**src/rtl/gpu_pkg.sv**
```systemverilog
// -----------------------------------------------------------------------------
// gpu_pkg
//   Shared encodings and width defaults for the per-core pipeline blocks.
//   - core_state_t    : 3-bit core control FSM state (IDLE .. DONE)
//   - fetcher_state_t : 2-bit instruction fetcher status reported to the core
//   - DEFAULT_ADDR_BITS / DEFAULT_DATA_BITS : program address / word widths
// -----------------------------------------------------------------------------
package gpu_pkg;

  localparam int DEFAULT_ADDR_BITS = 8;
  localparam int DEFAULT_DATA_BITS = 16;

  typedef enum logic [2:0] {
    CORE_IDLE    = 3'b000,
    CORE_FETCH   = 3'b001,
    CORE_DECODE  = 3'b010,
    CORE_REQUEST = 3'b011,
    CORE_WAIT    = 3'b100,
    CORE_EXECUTE = 3'b101,
    CORE_UPDATE  = 3'b110,
    CORE_DONE    = 3'b111
  } core_state_t;

  // FETCHER_ILLEGAL is listed so the illegal code has a name in the FSM;
  // it is never entered on purpose and recovers to FETCHER_IDLE.
  typedef enum logic [1:0] {
    FETCHER_IDLE     = 2'b00,
    FETCHER_FETCHING = 2'b01,
    FETCHER_FETCHED  = 2'b10,
    FETCHER_ILLEGAL  = 2'b11
  } fetcher_state_t;

endpackage : gpu_pkg

```
**src/rtl/icache_dm.sv**
```systemverilog
// -----------------------------------------------------------------------------
// icache_dm
//   Direct-mapped instruction cache used by instruction_fetcher when built
//   with FETCHER_ICACHE_EN. Index = low log2(CACHE_LINES) address bits, tag =
//   the remaining upper bits. Lines are filled only through the fill port and
//   invalidated only by reset.
//
//   Ports:
//     clk, reset           : clock, asynchronous active-high reset (valid bits)
//     lookup_addr          : address to look up (combinational)
//     hit, hit_data        : lookup result, valid in the same cycle
//     fill_en              : write fill_data into the line for fill_addr
//     fill_addr, fill_data : fill address and instruction word
// -----------------------------------------------------------------------------
module icache_dm #(
  parameter int ADDR_BITS   = 8,
  parameter int DATA_BITS   = 16,
  parameter int CACHE_LINES = 8
) (
  input  logic                 clk,
  input  logic                 reset,
  input  logic [ADDR_BITS-1:0] lookup_addr,
  output logic                 hit,
  output logic [DATA_BITS-1:0] hit_data,
  input  logic                 fill_en,
  input  logic [ADDR_BITS-1:0] fill_addr,
  input  logic [DATA_BITS-1:0] fill_data
);

  localparam int INDEX_BITS = $clog2(CACHE_LINES);
  localparam int TAG_BITS   = ADDR_BITS - INDEX_BITS;

  logic [CACHE_LINES-1:0] valid_reg;
  logic [CACHE_LINES-1:0] line_fill;
  logic [TAG_BITS-1:0]    tag_mem  [CACHE_LINES];
  logic [DATA_BITS-1:0]   data_mem [CACHE_LINES];

  logic [INDEX_BITS-1:0] lookup_index;
  logic [TAG_BITS-1:0]   lookup_tag;
  logic [INDEX_BITS-1:0] fill_index;
  logic [TAG_BITS-1:0]   fill_tag;

  assign lookup_index = lookup_addr[INDEX_BITS-1:0];
  assign lookup_tag   = lookup_addr[ADDR_BITS-1:INDEX_BITS];
  assign fill_index   = fill_addr[INDEX_BITS-1:0];
  assign fill_tag     = fill_addr[ADDR_BITS-1:INDEX_BITS];

  // One-hot line select for the valid-bit update.
  genvar gi;
  generate
    for (gi = 0; gi < CACHE_LINES; gi++) begin : g_line_sel
      localparam logic [INDEX_BITS-1:0] LINE_INDEX = INDEX_BITS'(gi);
      assign line_fill[gi] = fill_en && (fill_index == LINE_INDEX);
    end
  endgenerate

  // Only the valid bits need reset; tag/data contents are don't-care until
  // the matching valid bit is set.
  always_ff @(posedge clk or posedge reset) begin
    if (reset) begin
      valid_reg <= '0;
    end else begin
      valid_reg <= valid_reg | line_fill;
    end
  end

  always_ff @(posedge clk) begin
    if (fill_en) begin
      tag_mem[fill_index]  <= fill_tag;
      data_mem[fill_index] <= fill_data;
    end
  end

  // Combinational read port: the fetcher decides hit/miss in the same cycle
  // it samples FETCH.
  assign hit      = valid_reg[lookup_index] && (tag_mem[lookup_index] == lookup_tag);
  assign hit_data = data_mem[lookup_index];

endmodule : icache_dm

```
**src/rtl/instruction_fetcher.sv**
```systemverilog
// -----------------------------------------------------------------------------
// instruction_fetcher
//   Per-core fetch stage. On a FETCH phase it reads one instruction word from
//   program memory over a valid/ready handshake and reports completion via
//   fetcher_state. All outputs are registered.
//
//   Build option: define FETCHER_ICACHE_EN to include a direct-mapped
//   instruction cache (icache_dm) so repeated PCs skip the memory round trip.
//
//   Ports:
//     clk, reset        : clock, asynchronous active-high reset
//     core_state        : core FSM state (FETCH=001, DECODE=010)
//     current_pc        : address of the instruction to fetch
//     mem_read_valid    : program memory read request
//     mem_read_address  : request address (held while the request is open)
//     mem_read_ready    : memory returns data this cycle
//     mem_read_data     : returned instruction word
//     fetcher_state     : IDLE=00, FETCHING=01, FETCHED=10
//     instruction       : last fetched instruction word
// -----------------------------------------------------------------------------
module instruction_fetcher
  import gpu_pkg::*;
#(
  parameter int ADDR_BITS   = DEFAULT_ADDR_BITS,
  parameter int DATA_BITS   = DEFAULT_DATA_BITS,
  parameter int CACHE_LINES = 8
) (
  input  logic                 clk,
  input  logic                 reset,
  input  logic [2:0]           core_state,
  input  logic [ADDR_BITS-1:0] current_pc,
  output logic                 mem_read_valid,
  output logic [ADDR_BITS-1:0] mem_read_address,
  input  logic                 mem_read_ready,
  input  logic [DATA_BITS-1:0] mem_read_data,
  output logic [1:0]           fetcher_state,
  output logic [DATA_BITS-1:0] instruction
);

  fetcher_state_t       state_reg,            state_next;
  logic                 mem_read_valid_reg,   mem_read_valid_next;
  logic [ADDR_BITS-1:0] mem_read_address_reg, mem_read_address_next;
  logic [DATA_BITS-1:0] instruction_reg,      instruction_next;

  logic cache_hit;
  logic [DATA_BITS-1:0] cache_data;
  logic fill_en;

`ifdef FETCHER_ICACHE_EN
  // The fill address is the registered request address: current_pc may
  // already have moved on by the time memory answers.
  icache_dm #(
    .ADDR_BITS   (ADDR_BITS),
    .DATA_BITS   (DATA_BITS),
    .CACHE_LINES (CACHE_LINES)
  ) u_icache (
    .clk         (clk),
    .reset       (reset),
    .lookup_addr (current_pc),
    .hit         (cache_hit),
    .hit_data    (cache_data),
    .fill_en     (fill_en),
    .fill_addr   (mem_read_address_reg),
    .fill_data   (mem_read_data)
  );
`else
  assign cache_hit  = 1'b0;
  assign cache_data = '0;

  // CACHE_LINES only sizes the cache; this keeps the parameter referenced so
  // both builds share one parameter list.
  if (CACHE_LINES < 2) begin : g_cache_lines_unused
  end
`endif

  // State and output registers.
  always_ff @(posedge clk or posedge reset) begin
    if (reset) begin
      state_reg            <= FETCHER_IDLE;
      mem_read_valid_reg   <= 1'b0;
      mem_read_address_reg <= '0;
      instruction_reg      <= '0;
    end else begin
      state_reg            <= state_next;
      mem_read_valid_reg   <= mem_read_valid_next;
      mem_read_address_reg <= mem_read_address_next;
      instruction_reg      <= instruction_next;
    end
  end

  always_comb begin
    state_next            = state_reg;
    mem_read_valid_next   = mem_read_valid_reg;
    mem_read_address_next = mem_read_address_reg;
    instruction_next      = instruction_reg;
    fill_en               = 1'b0;

    case (state_reg)
      FETCHER_IDLE: begin
        if (core_state == CORE_FETCH) begin
          if (cache_hit) begin
            instruction_next = cache_data;
            state_next       = FETCHER_FETCHED;
          end else begin
            mem_read_address_next = current_pc;
            mem_read_valid_next   = 1'b1;
            state_next            = FETCHER_FETCHING;
          end
        end
      end

      // core_state is ignored here: an open request always runs to completion.
      FETCHER_FETCHING: begin
        if (mem_read_valid_reg && mem_read_ready) begin
          instruction_next    = mem_read_data;
          mem_read_valid_next = 1'b0;
          state_next          = FETCHER_FETCHED;
          fill_en             = 1'b1;
        end
      end

      FETCHER_FETCHED: begin
        if (core_state == CORE_DECODE) begin
          state_next = FETCHER_IDLE;
        end
      end

      default: begin
        state_next          = FETCHER_IDLE;
        mem_read_valid_next = 1'b0;
      end
    endcase
  end

  assign fetcher_state    = state_reg;
  assign mem_read_valid   = mem_read_valid_reg;
  assign mem_read_address = mem_read_address_reg;
  assign instruction      = instruction_reg;

endmodule : instruction_fetcher

```
**config.mk**
```make
export PLATFORM = sky130hd
export DESIGN_NAME = instruction_fetcher
export DESIGN_NICKNAME = d
export VERILOG_FILES = /design/src/rtl/gpu_pkg.sv /design/src/rtl/icache_dm.sv /design/src/rtl/instruction_fetcher.sv
export SDC_FILE = /design/constraint.sdc
export NUM_CORES = 1
export LEC_CHECK = 0
export BUFFER_PORTS_ARGS = -buffer_cell sky130_fd_sc_hd__clkbuf_2
export CORE_MARGIN = 3
export CORE_UTILIZATION = 45
export CTS_BUF_LIST = sky130_fd_sc_hd__clkbuf_4 sky130_fd_sc_hd__clkbuf_8
export DETAILED_ROUTE_END_ITERATION = 10
export GPL_TIMING_DRIVEN = 0
export PLACE_DENSITY_LB_ADDON = 0.2
export REMOVE_ABC_BUFFERS = 1
export SYNTH_ARGS = -nofsm -noshare
export SYNTH_HDL_FRONTEND = slang
export SYNTH_SLANG_ARGS = --single-unit
export TNS_END_PERCENT = 5
```
**constraint.sdc**
```tcl
create_clock -name clk -period 1.9 [get_ports clk]
set_clock_uncertainty 0.2 [all_clocks]
set_input_delay 0.285 -clock clk [delete_from_list [all_inputs] [get_ports clk]]
set_output_delay 0.285 -clock clk [all_outputs]
set_load 0.05 [all_outputs]
```
# Word-level counts from Yosys, hierarchy flattened
# Cells that the tools add are included.
[op_classes]
muxes = 7
eq_ne = 7
n_reduce_logical = 6
bitwise = 1
[op_table]
columns = ["operator", "n"]
rows = [
  ["2-bit 2-to-1 mux", 3],
  ["2-bit inequality test, second input constant", 3],
  ["2-bit case mux with 3 select lines", 1],
  ["3-bit AND reduction", 2],
  ["2-bit AND reduction", 2],
  ["3-bit by 1-bit equality test with 1-bit output, second input constant", 1],
  ["3-bit by 2-bit equality test with 1-bit output, second input constant", 1],
  ["1-bit case mux with 3 select lines", 1],
  ["2-bit by 1-bit equality test with 1-bit output, second input constant", 1],
  ["2-bit equality test, second input constant", 1],
  ["2-bit zero test", 1],
  ["1-bit 2-to-1 mux", 2],
  ["1-bit logical AND", 1],
  ["1-bit NOT", 1],
]
[totals]
out_inout_bits = 27
in_bits = 30
register_bits = 27

# Logic depth before layout (Yosys ltp)
[logic_depth]
ltp_word = 3
mapped_depth = 4

# Worst setup path after synthesis
# Ideal clock, no wire load.
[synth_path]
path_type = "reg2reg"
startpoint = "register state_reg[1] (netlist: fetcher_state[1])"
endpoint = "register instruction_reg[0] (netlist: instruction[0])"
period_less_slack_ps = 1931
setup_time_ps = 125
required_time_ps = 1575
path_stages_with_launch = 5
arrival_time_ps = 1607
path_buffers = 1
setup_slack_ps = -31
path_cell_list = "dfrtp_1 > inv_1 > nand4_2 > buf_2 > mux2_2"
[synth_between]
elab_chain_cells = 2
[synth_lines]
columns = ["item", "line", "rtl"]
rows = [
  ["from (decl)", "instruction_fetcher.sv:40", "fetcher_state_t state_reg, state_next;"],
  ["from (signal assigned)", "instruction_fetcher.sv:84", "state_reg <= state_next;"],
  ["2-bit by 1-bit equality test with 1-bit output", "instruction_fetcher.sv:98", "case (state_reg)"],
  ["2-bit AND reduction (no source line)", "n/a", ""],
  ["to (signal assigned)", "instruction_fetcher.sv:87", "instruction_reg <= instruction_next;"],
  ["to (decl)", "instruction_fetcher.sv:43", "logic [DATA_BITS-1:0] instruction_reg, instruction_next;"],
]
# Every way passes these cells.
# A chain may end at the register's enable or synchronous reset.

# Final worst setup path
[layout_path]
startpoint = "register state_reg[0] (netlist: fetcher_state[0])"
endpoint = "register mem_read_address_reg[7] (netlist: mem_read_address[7])"
[layout_between]
elab_chain_cells = 2
[layout_lines]
columns = ["item", "line", "rtl"]
rows = [
  ["2-bit zero test", "instruction_fetcher.sv:98", ""],
  ["2-bit AND reduction (no source line)", "n/a", ""],
  ["to (signal assigned)", "instruction_fetcher.sv:86", "mem_read_address_reg <= mem_read_address_next;"],
  ["to (decl)", "instruction_fetcher.sv:42", "logic [ADDR_BITS-1:0] mem_read_address_reg, mem_read_address_next;"],
]
# Every way passes these cells.

==> qor.yml <==
timing.hold.ws_ps: 4.39
clk_latency_ps: 300
cts_buffer_depth: 2
synthMuxAreaShare_pct: 26.0
multiInputGateArea_sq_um: 360
yosys_warnings: 0
rsz0062_at_grt: "no"
finish.net_count: 174
postLayoutCellArea_sq_mm: 0.00160
critPathKind: "reg -> reg"
yosys_register_bits: 27
layout-drive-gt1-share_pct: 61.5
root_buffer: "clkbuf_4"
synthTopCellsByCount: "dfrtp_1, mux2_2, inv_1"
totalWireLength_um: 2150
netlist_top_cells_area: "dfrtp_1, mux2_2, nor4_4, nand4_2, a21o_2"
grt_usage_pct: 15.2
yosysTopAreaCell: "dfrtp_1"
ff_latch_area_sq_um: 676
clock-sinks: 27
status: "finished, final reports clean"
finalSetupViolCount: 0
synth-seq-area-share_pct: 65.0
synthArstFlopShare_pct: 100
grt_antenna_before_repair: 0
diodes: 0
synthCells: 63
peakVddDrop_mv: 1.24
synth_edf_count: 0
synth_compound_area_share_pct: 2.89
max-cap-violations: 0
grt_pass1_wl_um: 3190
grt_pass1_vias: 763
fmax_mhz: 563
largest_reg_flops: 16
grt.overflow.total: 0
p_leak_nw: 0.801
portBuffers: 56
start_util_pct: 49.9
drtIter0Drc: 0
drc: 0
syn_to_final_growth_pct: 53.7
dp_hpwl_um: 1520
worstSetupStartpointType: "flip-flop"
drtAntennaViolNets: 0
die_w_um: 54.1
firstDrtPassIters: 1
gp_congestion: 0.607
placed_cell_area_sq_mm: 0.00135
cts_tree: "built"
grt_max_degree: 28
cp.arrival_ps: 1780
p_per_area_mw_per_mm2: 1930
synth_top_family_by_area: "multiplexers"
core_area_sq_mm: 0.00208
num_rows: 16
wl_per_cell_um: 12.7
die-area_sq_mm: 0.00292
critPathMaxFanout: 10
endpoint_kind: "flip-flop"
min_path_type: "in -> reg"
synth_flop_cell: "dfrtp_1"
required_ps: 1910
fp.dieH_um: 54.1
slew_headroom_pct: 34.7
synthMostInstantiatedCell: "dfrtp_1"
final_max_slew_viol_count: 0
synth_simple_gate_area_share_pct: 4.93
tightest_slew_ps: 979
yosys.area.top_type_share_pct: 65.0
avgSynthCellArea_sq_um: 16.5
post_cts_buffers: 0
htreeDepth: 1
n_fill_cell: 144
io_pins: 57
hold_viol: 0
synth-xor-area-share_pct: 0
clk_pin_slew_ps: 130
vias: 782
fin_crit_ps: 1780
cts_made_buffers: 3
mappedNetlistArea_sq_mm: 0.00104
tns_ps: 0
place_ws_ps: 69.2
period_share_pct: 93.5
ys_types: 13
vias_per_cell: 4.60
synth_fa_ha_area_share_pct: 0
fin_ws_ps: 124
-- worst paths after layout --
kind | startpoint | end | slack, ps | cells past startpoint
worst min-delay path | current_pc[4] | mem_read_address[4]$_DFFE_PP0P_ | 4 | 2
worst max register to register | fetcher_state[0]$_DFFE_PP0P_ | mem_read_address[7]$_DFFE_PP0P_ | 120 | 2
max in group asynchronous | reset | instruction[10]$_DFFE_PP0P_ | 370 | 3
worst max-delay path | fetcher_state[0]$_DFFE_PP0P_ | mem_read_address[7]$_DFFE_PP0P_ | 120 | 2
worst min register to register | instruction[6]$_DFFE_PP0P_ | instruction[6]$_DFFE_PP0P_ | 320 | 1
min in group asynchronous | reset | instruction[0]$_DFFE_PP0P_ | 530 | 3
-- layer usage --
| metal | up-vias | part of all wire (%) | wire length (um) | track usage, % |
|---|---|---|---|---|
| met2 | 30 | 55 | 1180 | 30.6 |
| met5 | - | 0 | 0 | 0 |
| met3 | 0 | 6.8 | 146 | 3.05 |
| met4 | 0 | 0 | 0 | 3.32 |
| met1 | 367 | 38 | 827 | 15.7 |
| li1 | 385 | - | - | - |
-- kinds of logic after synthesis --
group	count (synthesis)
DFF	27
AOI/OAI and AO/OA	4
and+or+nand+nor	5
buffers and inverters	3
muxes	24
-- cell usage in the layout, fill, tap and decap left out --
master / n
clkbuf_2: 56
dfrtp_1: 27
mux2_2: 24
dlygate4sd3_1: 21
clkbuf_4: 4
inv_1: 2
nand2b_1: 1
nor4_4: 1
nand2_1: 1
a31o_2: 1
nand4_4: 1
nor3b_1: 1
o31ai_1: 1
o21ai_0: 1
a21o_2: 1
-- through the flow --
stage               util (%)  instances  total power [mW]
CTS                     71.0        159              3.07
floorplan                  -         62              2.40
detailed placement      64.8        145              2.81
finish                  76.7        170              3.08
global route            76.7        170              3.22
global placement        64.8        145              2.77
-- where the power goes --
part           internal, mW  total, mW  switching (mW)
Clock                0.0960      0.247           0.151
Sequential            0.859       1.04           0.179
Combinational         0.492       1.79            1.30
Total                  1.45       3.08            1.63
-- critical path, cell delays in order, from the launching register on --
cell and delay [ps]:
dfrtp_1 500, nor4_4 570, mux2_2 410
-- final cells by class --
type	count	area share, %
multi-input cells	33	22.6
well taps	27	2.11
repair buffers	77	30.7
clock buffers	4	1.88
inverters	2	0.470
flip-flops and latches	27	42.3
-- timing repair --
item | 4_1_cts | 5_1_grt
gates resized for setup | 0 | 1
setup endpoints to repair | 0 | 19
hold buffers | 10 | 11
hold endpoints to repair | 36 | 11
Power figures use the tool's default switching activity.
